[src/rtl/wb_arb_pkg.sv]
// Shared types for the dual-master Wishbone arbiter.
package wb_arb_pkg;

    typedef enum logic [1:0] {
        IDLE    = 2'd0,
        GRANT_I = 2'd1,
        GRANT_D = 2'd2
    } arb_state_e;

    localparam logic PORT_I = 1'b0;
    localparam logic PORT_D = 1'b1;

endpackage

[src/rtl/wb_arb_watchdog.sv]
// Saturating transfer watchdog; raises a one-cycle timeout when a granted
// transfer has gone TIMEOUT_CYCLES cycles without an acknowledge.
module wb_arb_watchdog #(
    parameter int unsigned TIMEOUT_CYCLES = 1024
) (
    input  logic clk,
    input  logic rst,
    input  logic clr,
    input  logic en,
    output logic timeout
);

    if (TIMEOUT_CYCLES == 0) begin : g_bypass
        assign timeout = 1'b0;
    end else begin : g_count
        localparam int unsigned CntW = $clog2(TIMEOUT_CYCLES + 1);
        localparam logic [CntW-1:0] Limit = CntW'(TIMEOUT_CYCLES - 1);

        logic [CntW-1:0] cnt_q, cnt_d;

        always_comb begin
            cnt_d = cnt_q;
            if (clr) begin
                cnt_d = '0;
            end else if (en && (cnt_q != {CntW{1'b1}})) begin
                cnt_d = cnt_q + CntW'(1);
            end
        end

        always_ff @(posedge clk) begin
            if (rst) begin
                cnt_q <= '0;
            end else begin
                cnt_q <= cnt_d;
            end
        end

        assign timeout = en && (cnt_q == Limit);
    end

endmodule

[src/rtl/wb_dual_master_arbiter.sv]
// Round-robin arbiter sharing one Wishbone-classic slave between the
// instruction-fetch (I) and load/store (D) masters, with a transfer watchdog.
module wb_dual_master_arbiter
    import wb_arb_pkg::*;
#(
    parameter int unsigned ADDR_WIDTH     = 32,
    parameter int unsigned DATA_WIDTH     = 32,
    parameter int unsigned TIMEOUT_CYCLES = 1024
) (
    input  logic                  clk,
    input  logic                  rst,
    input  logic                  i_cyc,
    input  logic                  i_stb,
    input  logic                  i_we,
    input  logic [ADDR_WIDTH-1:0] i_addr,
    input  logic [DATA_WIDTH-1:0] i_data_out,
    output logic [DATA_WIDTH-1:0] i_data_in,
    output logic                  i_ack,
    output logic                  i_err,
    input  logic                  d_cyc,
    input  logic                  d_stb,
    input  logic                  d_we,
    input  logic [ADDR_WIDTH-1:0] d_addr,
    input  logic [DATA_WIDTH-1:0] d_data_out,
    output logic [DATA_WIDTH-1:0] d_data_in,
    output logic                  d_ack,
    output logic                  d_err,
    output logic                  s_cyc,
    output logic                  s_stb,
    output logic                  s_we,
    output logic [ADDR_WIDTH-1:0] s_addr,
    output logic [DATA_WIDTH-1:0] s_data_out,
    input  logic [DATA_WIDTH-1:0] s_data_in,
    input  logic                  s_ack
);

    arb_state_e state_q, state_d;
    logic       last_q, last_d;
    logic       i_req, d_req;
    logic       wd_clr, wd_en, timeout;

    assign i_req = i_cyc & i_stb;
    assign d_req = d_cyc & d_stb;

    // Every grant passes through IDLE, so clearing there restarts the count per transfer.
    assign wd_clr = (state_q == IDLE);
    assign wd_en  = (state_q != IDLE) && !s_ack;

    wb_arb_watchdog #(
        .TIMEOUT_CYCLES(TIMEOUT_CYCLES)
    ) u_watchdog (
        .clk    (clk),
        .rst    (rst),
        .clr    (wd_clr),
        .en     (wd_en),
        .timeout(timeout)
    );

    assign i_data_in = s_data_in;
    assign d_data_in = s_data_in;

    always_comb begin
        state_d    = state_q;
        last_d     = last_q;
        s_cyc      = 1'b0;
        s_stb      = 1'b0;
        s_we       = 1'b0;
        s_addr     = '0;
        s_data_out = '0;
        i_ack      = 1'b0;
        i_err      = 1'b0;
        d_ack      = 1'b0;
        d_err      = 1'b0;

        unique case (state_q)
            IDLE: begin
                if (i_req && d_req) begin
                    state_d = (last_q == PORT_I) ? GRANT_D : GRANT_I;
                end else if (i_req) begin
                    state_d = GRANT_I;
                end else if (d_req) begin
                    state_d = GRANT_D;
                end
            end
            GRANT_I: begin
                s_cyc      = i_cyc;
                s_stb      = i_stb;
                s_we       = i_we;
                s_addr     = i_addr;
                s_data_out = i_data_out;
                // An abort must not advance last_grant, so it is checked first.
                if (!i_cyc) begin
                    state_d = IDLE;
                end else if (s_ack) begin
                    i_ack   = 1'b1;
                    state_d = IDLE;
                    last_d  = PORT_I;
                end else if (timeout) begin
                    i_err   = 1'b1;
                    state_d = IDLE;
                    last_d  = PORT_I;
                end
            end
            GRANT_D: begin
                s_cyc      = d_cyc;
                s_stb      = d_stb;
                s_we       = d_we;
                s_addr     = d_addr;
                s_data_out = d_data_out;
                if (!d_cyc) begin
                    state_d = IDLE;
                end else if (s_ack) begin
                    d_ack   = 1'b1;
                    state_d = IDLE;
                    last_d  = PORT_D;
                end else if (timeout) begin
                    d_err   = 1'b1;
                    state_d = IDLE;
                    last_d  = PORT_D;
                end
            end
            default: state_d = IDLE;
        endcase

        // Silence the bus during the reset cycle itself, not just after it.
        if (rst) begin
            s_cyc      = 1'b0;
            s_stb      = 1'b0;
            s_we       = 1'b0;
            s_addr     = '0;
            s_data_out = '0;
            i_ack      = 1'b0;
            i_err      = 1'b0;
            d_ack      = 1'b0;
            d_err      = 1'b0;
        end
    end

    always_ff @(posedge clk) begin
        if (rst) begin
            state_q <= IDLE;
            last_q  <= PORT_D;
        end else begin
            state_q <= state_d;
            last_q  <= last_d;
        end
    end

endmodule

[config.mk]
export PLATFORM = sky130hd
export DESIGN_NAME = wb_dual_master_arbiter
export DESIGN_NICKNAME = d
export VERILOG_FILES = /design/src/rtl/wb_arb_pkg.sv /design/src/rtl/wb_arb_watchdog.sv /design/src/rtl/wb_dual_master_arbiter.sv
export SDC_FILE = /design/constraint.sdc
export NUM_CORES = 1
export LEC_CHECK = 0
export CORE_AREA = 2 2 119 121
export DETAILED_ROUTE_END_ITERATION = 10
export DIE_AREA = 0 0 121 123
export GPL_ROUTABILITY_DRIVEN = 0
export PLACE_DENSITY = 0.56
export SYNTH_ARGS = -nofsm -noshare
export SYNTH_HDL_FRONTEND = slang
export SYNTH_SLANG_ARGS = --single-unit
export TNS_END_PERCENT = 100
[constraint.sdc]
create_clock -name clk -period 2.2 [get_ports clk]
set_clock_uncertainty 0.1 [all_clocks]
set_input_delay 0.55 -clock clk [delete_from_list [all_inputs] [get_ports clk]]
set_output_delay 0.55 -clock clk [all_outputs]
set_load 0.005 [all_outputs]
### Word-level counts from Yosys, hierarchy flattened

Index checks and enable logic that the tools add are counted.

| storage, ports and cells | value |
|---|---|
| flip-flop bits (word level) | 14 |
| bits of input ports | 169 |

| operators by class | value |
|---|---|
| add/subtract/negate cells | 1 |
| equality and inequality tests | 9 |
| multiplexer cells | 41 |
| bitwise gates (word level) | 2 |
| reduce and logical (&&, ||, !) cells | 10 |

Operators by type and width:

| cell | count |
|---|---|
| one-hot mux 32 bit (2 select lines) | 2 |
| 2-to-1 mux 32 bit | 2 |
| 2-to-1 mux 1 bit | 24 |
| 2-to-1 mux 2 bit | 8 |
| adder 11 x 1 -> 11 bit (second input constant) | 1 |
| == test 11 x 10 -> 1 bit (second input constant) | 1 |
| inequality test 11 bit (second input constant) | 1 |
| one-hot mux 1 bit (2 select lines) | 4 |
| inequality test 3 bit (second input constant) | 2 |
| one-hot mux 2 bit (3 select lines) | 1 |
| AND reduction 5 bit | 1 |
| logical AND 1 bit | 4 |
| inequality test 2 bit (second input constant) | 2 |
| inequality test 4 bit (second input constant) | 1 |
| nonzero test 2 bit | 2 |
| bitwise AND 1 bit | 2 |
| == test 2 x 1 -> 1 bit (second input constant) | 1 |
| == test 2 bit (second input constant) | 1 |
| zero test 2 bit | 1 |
| OR reduction 2 bit | 1 |
| zero test 1 bit | 1 |

### Logic depth before layout (Yosys ltp)

| depth | value |
|---|---|
| depth in word-level cells | 8 |
| depth in mapped cells | 7 |
| mapped depth without buffers | 6 |

### Cells and area by module

A second synthesis with hierarchy kept.

| unflattened totals | value |
|---|---|
| cell total of the unflattened synthesis | 331 |
| area total of the unflattened synthesis | 2,301.0 um^2 |

Modules (own cells, without submodules):

| module | instances | cells an instance | area an instance (um^2) |
|---|---|---|---|
| wb_dual_master_arbiter | 1 | 260 | 1,731.7 |
| wb_arb_watchdog | 1 | 71 | 569.3 |

### Worst setup path after synthesis

Ideal clock, no wire load.

| timing | value |
|---|---|
| path kind | reg2out |
| from | register state_q[0] |
| to | output d_err |
| arrival time | 1,653 ps |
| data required time | 1,550 ps |
| setup slack | -103 ps |
| stages on the path, launching flop included | 7 |
| path buffers | 0 |
| cells stage by stage | dfxtp_1 inv_1 ha_1 nor3b_4 nand2_2 or4_1 nor2_1 |

| on the way | value |
|---|---|
| word-level cells in the longest chain between the ends | 8 |

Ends and longest elaborated chain:

| item | RTL line | source |
|---|---|---|
| start, declared | wb_dual_master_arbiter.sv:37 | `arb_state_e state_q, state_d;` |
| start signal, assigned | wb_dual_master_arbiter.sv:144 | `state_q <= state_d;` |
| nonzero test 2 bit | wb_dual_master_arbiter.sv:47 | `assign wd_en = (state_q != IDLE) && !s_ack;` |
| logical AND 1 bit | wb_dual_master_arbiter.sv:47 |  |
| logical AND 1 bit | wb_arb_watchdog.sv:38 | `assign timeout = en && (cnt_q == Limit);` |
| 2-to-1 mux 1 bit | wb_dual_master_arbiter.sv:116 | `end else if (timeout) begin` |
| 2-to-1 mux 1 bit | - |  |
| 2-to-1 mux 1 bit | wb_dual_master_arbiter.sv:110 | `if (!d_cyc) begin` |
| 2-to-1 mux 1 bit (*) | wb_dual_master_arbiter.sv:75 | `unique case (state_q)` |
| 2-to-1 mux 1 bit (*) | wb_dual_master_arbiter.sv:126 | `if (rst) begin` |
| end, declared | wb_dual_master_arbiter.sv:27 | `output logic d_err,` |

Mark *: on every way between the ends. The rest lies on a longest branch, timed or not.

### Worst setup path in the final report

| timing | value |
|---|---|
| from | register state_q[1] |
| to | output i_err |

| on the way | value |
|---|---|
| word-level cells in the longest chain between the ends | 8 |

Ends and longest elaborated chain:

| item | RTL line | source |
|---|---|---|
| nonzero test 2 bit | wb_dual_master_arbiter.sv:47 |  |
| logical AND 1 bit | wb_dual_master_arbiter.sv:47 |  |
| logical AND 1 bit | wb_arb_watchdog.sv:38 |  |
| 2-to-1 mux 1 bit | wb_dual_master_arbiter.sv:98 | `end else if (timeout) begin` |
| 2-to-1 mux 1 bit | wb_dual_master_arbiter.sv:94 | `end else if (s_ack) begin` |
| 2-to-1 mux 1 bit | wb_dual_master_arbiter.sv:92 | `if (!i_cyc) begin` |
| 2-to-1 mux 1 bit (*) | wb_dual_master_arbiter.sv:75 |  |
| 2-to-1 mux 1 bit (*) | wb_dual_master_arbiter.sv:126 |  |
| end, declared | wb_dual_master_arbiter.sv:19 | `output logic i_err,` |

Marks and branches as above.

==> impl_metrics.py <==
metrics = {
    "run_status": {
        "status": "complete, but fails checks",
        "violations": "negative setup slack",
    },
    "synthesis": {
        "async_reset_ff_share_pct": 0,
        "synth_edf_count": 0,
        "synth_top_family_by_area": "compound AO/OA/AOI/OAI gates",
        "synth-adder-area-share_pct": 2.89,
        "synth_flop_cell": "dfxtp_1",
        "netlist_instances": 323,
        "synth_nets": 497,
        "ys_types": 40,
        "muxShareOfSynthArea_pct": 0.981,
        "netlist_top_cells_area": "a22oi_1 23%, buf_4 22%, nor2_1 14%",
        "syn_avg_cell_area_um2": 6.71,
        "synth_top_area_share_pct": 22.9,
        "synth_area_leader_cell": "a22oi_1",
        "synth_common_cells": "78 x nor2_1, 66 x a22oi_1, 64 x buf_4",
        "ys_ff_latch": 14,
        "synth_compound_area_share_pct": 30.6,
        "synth_area_um2": 2170,
        "yosys.cell_count.top_type": "nor2_1",
        "ys_warn_count": 0,
        "synth_xor_area_share_pct": 0.404,
        "ys_seq_area_share_pct": 12.9,
        "synthSimpleGateAreaFrac_pct": 24.6,
    },
    "finish": {
        "drive_above_1_share_pct": 53.5,
        "num-fill-cells": 1336,
        "nNetsFinal": 723,
        "syn2layout_area_growth_pct": 154,
        "multi_input_area_um2": 1810,
        "antennaDiodeCount": 0,
        "post-route-util_pct": 40.5,
        "register_area_um2": 285,
    },
    "drt": {
        "drt-vias-per-instance": 4.54,
        "route.detailed.drc": 0,
        "wl_um": 13100,
        "dr.pass1.iters": 4,
        "drt_iter0_markers": 76,
        "vias": 3305,
        "wl_per_cell_um": 18.0,
        "ant_nets": 0,
    },
    "clocking": {
        "cts_max_path_buffers": 2,
        "cts-buffers-inserted": 3,
        "cts_max_level": 1,
        "cts.sinks": 14,
        "path_clk_slew_ns": 0.05,
        "cts_root_buffer": "clkbuf_16",
        "cts_tree": "built",
        "clock_insertion_delay_worst_skew_ns": 0.25,
        "holdBufCountCts": 0,
    },
    "floorplan": {
        "die_h_um": 123,
        "core.rowCount": 43,
        "die_x_um": 121,
        "core_um2": 13600,
        "ioPinCount": 304,
        "start_util_pct": 15.9,
        "die_area_um2": 14900,
    },
    "power_and_ir_drop": {
        "p_clk_share_pct": 23.4,
        "p_switching_uw": 524,
        "pwr-share-seq_pct": 15.5,
        "pwr-share-comb_pct": 61.1,
        "power.density_nw_per_um2": 309,
        "vdd.ir_drop.worst_mv": 0.234,
        "switching_share_pct": 30.8,
        "power.internal_uw": 1180,
        "p_leak_uw": 0.00214,
    },
    "critical_path": {
        "cp.required_ns": 1.55,
        "worstSetupStartpointType": "flop",
        "timing.rr.end": "state_q[1]",
        "r2r_slack_ns": 0.18,
        "crit_type": "flop to output pin",
        "reg2regPathDepth": 11,
        "crit_start": "state_q[1]",
        "end_kind": "output pin",
        "cp.arrival_ns": 1.84,
        "crit_fanout": 2,
        "worstReg2RegStart": "state_q[0]",
    },
    "timing": {
        "tightest_slew_ns": 0.377,
        "rsz0062_at_grt": "true",
        "setup_viol": 67,
        "fmaxAchievable_mhz": 402,
        "setup_ws_ns": -0.287,
        "hold_viol": 0,
        "relSlewSlack_pct": 74.5,
        "period_share_pct": 113,
        "min_period_ns": 2.49,
        "report.final.slew_viol_count": 0,
    },
    "global_route": {
        "grt_use_total_pct": 15.3,
        "grt_start_max_net_pins": 24,
        "overflow": 0,
        "grt_pass1_vias": 3227,
        "grt_pass1_wl_um": 17600,
        "grt_antenna_before_repair": 0,
    },
    "run": {
        "drv_cap": 0,
    },
    "worst_hold_path": {
        "worstHoldStart": "last_q",
        "worstHoldPathCells": 2,
        "hp-class": "flop to flop",
        "whs_endpoint": "last_q",
    },
    "place": {
        "pre_cts_slack_ns": -0.900,
        "dpl.hpwl_um": 8030,
        "port_buffers": 207,
    },
}
worst max-delay path: stages (launching register included):
cell and delay (ns):
dfxtp_2 0.33, inv_2 0.05, ha_4 0.17, nor3b_4 0.22, nand2_2 0.07, or4_4 0.53
nor2_1 0.09, buf_2 0.12
cell usage in the layout (no fill, tap or decap), drive strengths merged:
cell             n
nor2            78
nor4b            1
nand4            1
and3             2
or2              1
a31oi            3
o311ai           1
xnor2            1
dlygate4sd2      1
clkbuf          25
a22oi           66
dfxtp           14
nor3b            2
mux2             1
nand2b           1
o211ai           1
o21ai            5
inv              6
or4              4
and2             3
and4             3
mux2i            1
clkdlybuf4s50  133
ha               5
nor3             1
a32o             2
or3              1
o32ai            1
o31ai            4
clkdlybuf4s15    2
a21oi            5
a41oi            1
nand2           10
buf            153
nand3            7
o21a             1
o41ai            1
layer usage:
| layer | wire [µm] | part of all wire [%] | track usage (%) |
|---|---|---|---|
| met1 | 4580 | 35 | 16.5 |
| met2 | 7110 | 54 | 29.2 |
| met3 | 1060 | 8.1 | 2.95 |
| met4 | 365 | 2.8 | 5.89 |
| met5 | 0 | 0 | 0 |
area by class of cell:
cell class                      count  area share, %
Sequential cell                    14           5.17
Multi-Input combinational cell    214           32.8
Inverter                            6          0.408
Timing Repair Buffer              310           56.0
Clock buffer                        4           1.61
Tap cell                          180           4.08
state kept, by name, summed over array words and instances, names as in the netlist:
name,count
state_q,2
last_q,1
u_watchdog.g_count.cnt_q,11
cell families after synthesis:
kind of cell	count (synthesis)
buf+inv	95
compound gates	91
flops	14
xor+xnor	1
simple gates	115
fa+ha+maj	5
mux	2
per-stage QoR:
step / hold WS (ns) / total power [µW] / cell area [µm²] / TNS [ns] / cells
finish: 0.458 / 1700 / 5520 / -10.25 / 728
global route: 0.496 / 1780 / 5520 / -14.80 / 728
CTS: 0.450 / 1630 / 5340 / -7.34 / 713
floorplan: 0.348 / 559 / 2190 / -0.00135 / 323
global placement: 0.431 / 856 / 4260 / -36.01 / 658
detailed placement: 0.444 / 865 / 4260 / -36.64 / 658
worst max path at each step:
stage,endpoint,slack [ns],cells after the start
global placement,i_err,-0.87,6
CTS,i_err,-0.31,7
detailed placement,i_err,-0.90,6
floorplan,d_err,-0.001,6
global route,i_err,-0.37,7
finish,i_err,-0.29,7
power groups by stage:
stage               registers [µW]  clock network [µW]  logic [µW]
detailed placement             269                   0         597
floorplan                      270                   0         289
global route                   264                 416        1100
finish                         264                 399        1040
CTS                            264                 400         964
global placement               268                   0         588
what timing repair did:
item / 4_1_cts / 5_1_grt
cloned: 12 / 5
pin swaps: 27 / 69
hold endpoints to repair: 0 / 0
endpoints found under the setup margin: 71 / 71
gates resized for setup: 350 / 103
buffers inserted: 39 / 23
Power figures use the tool's default switching activity.
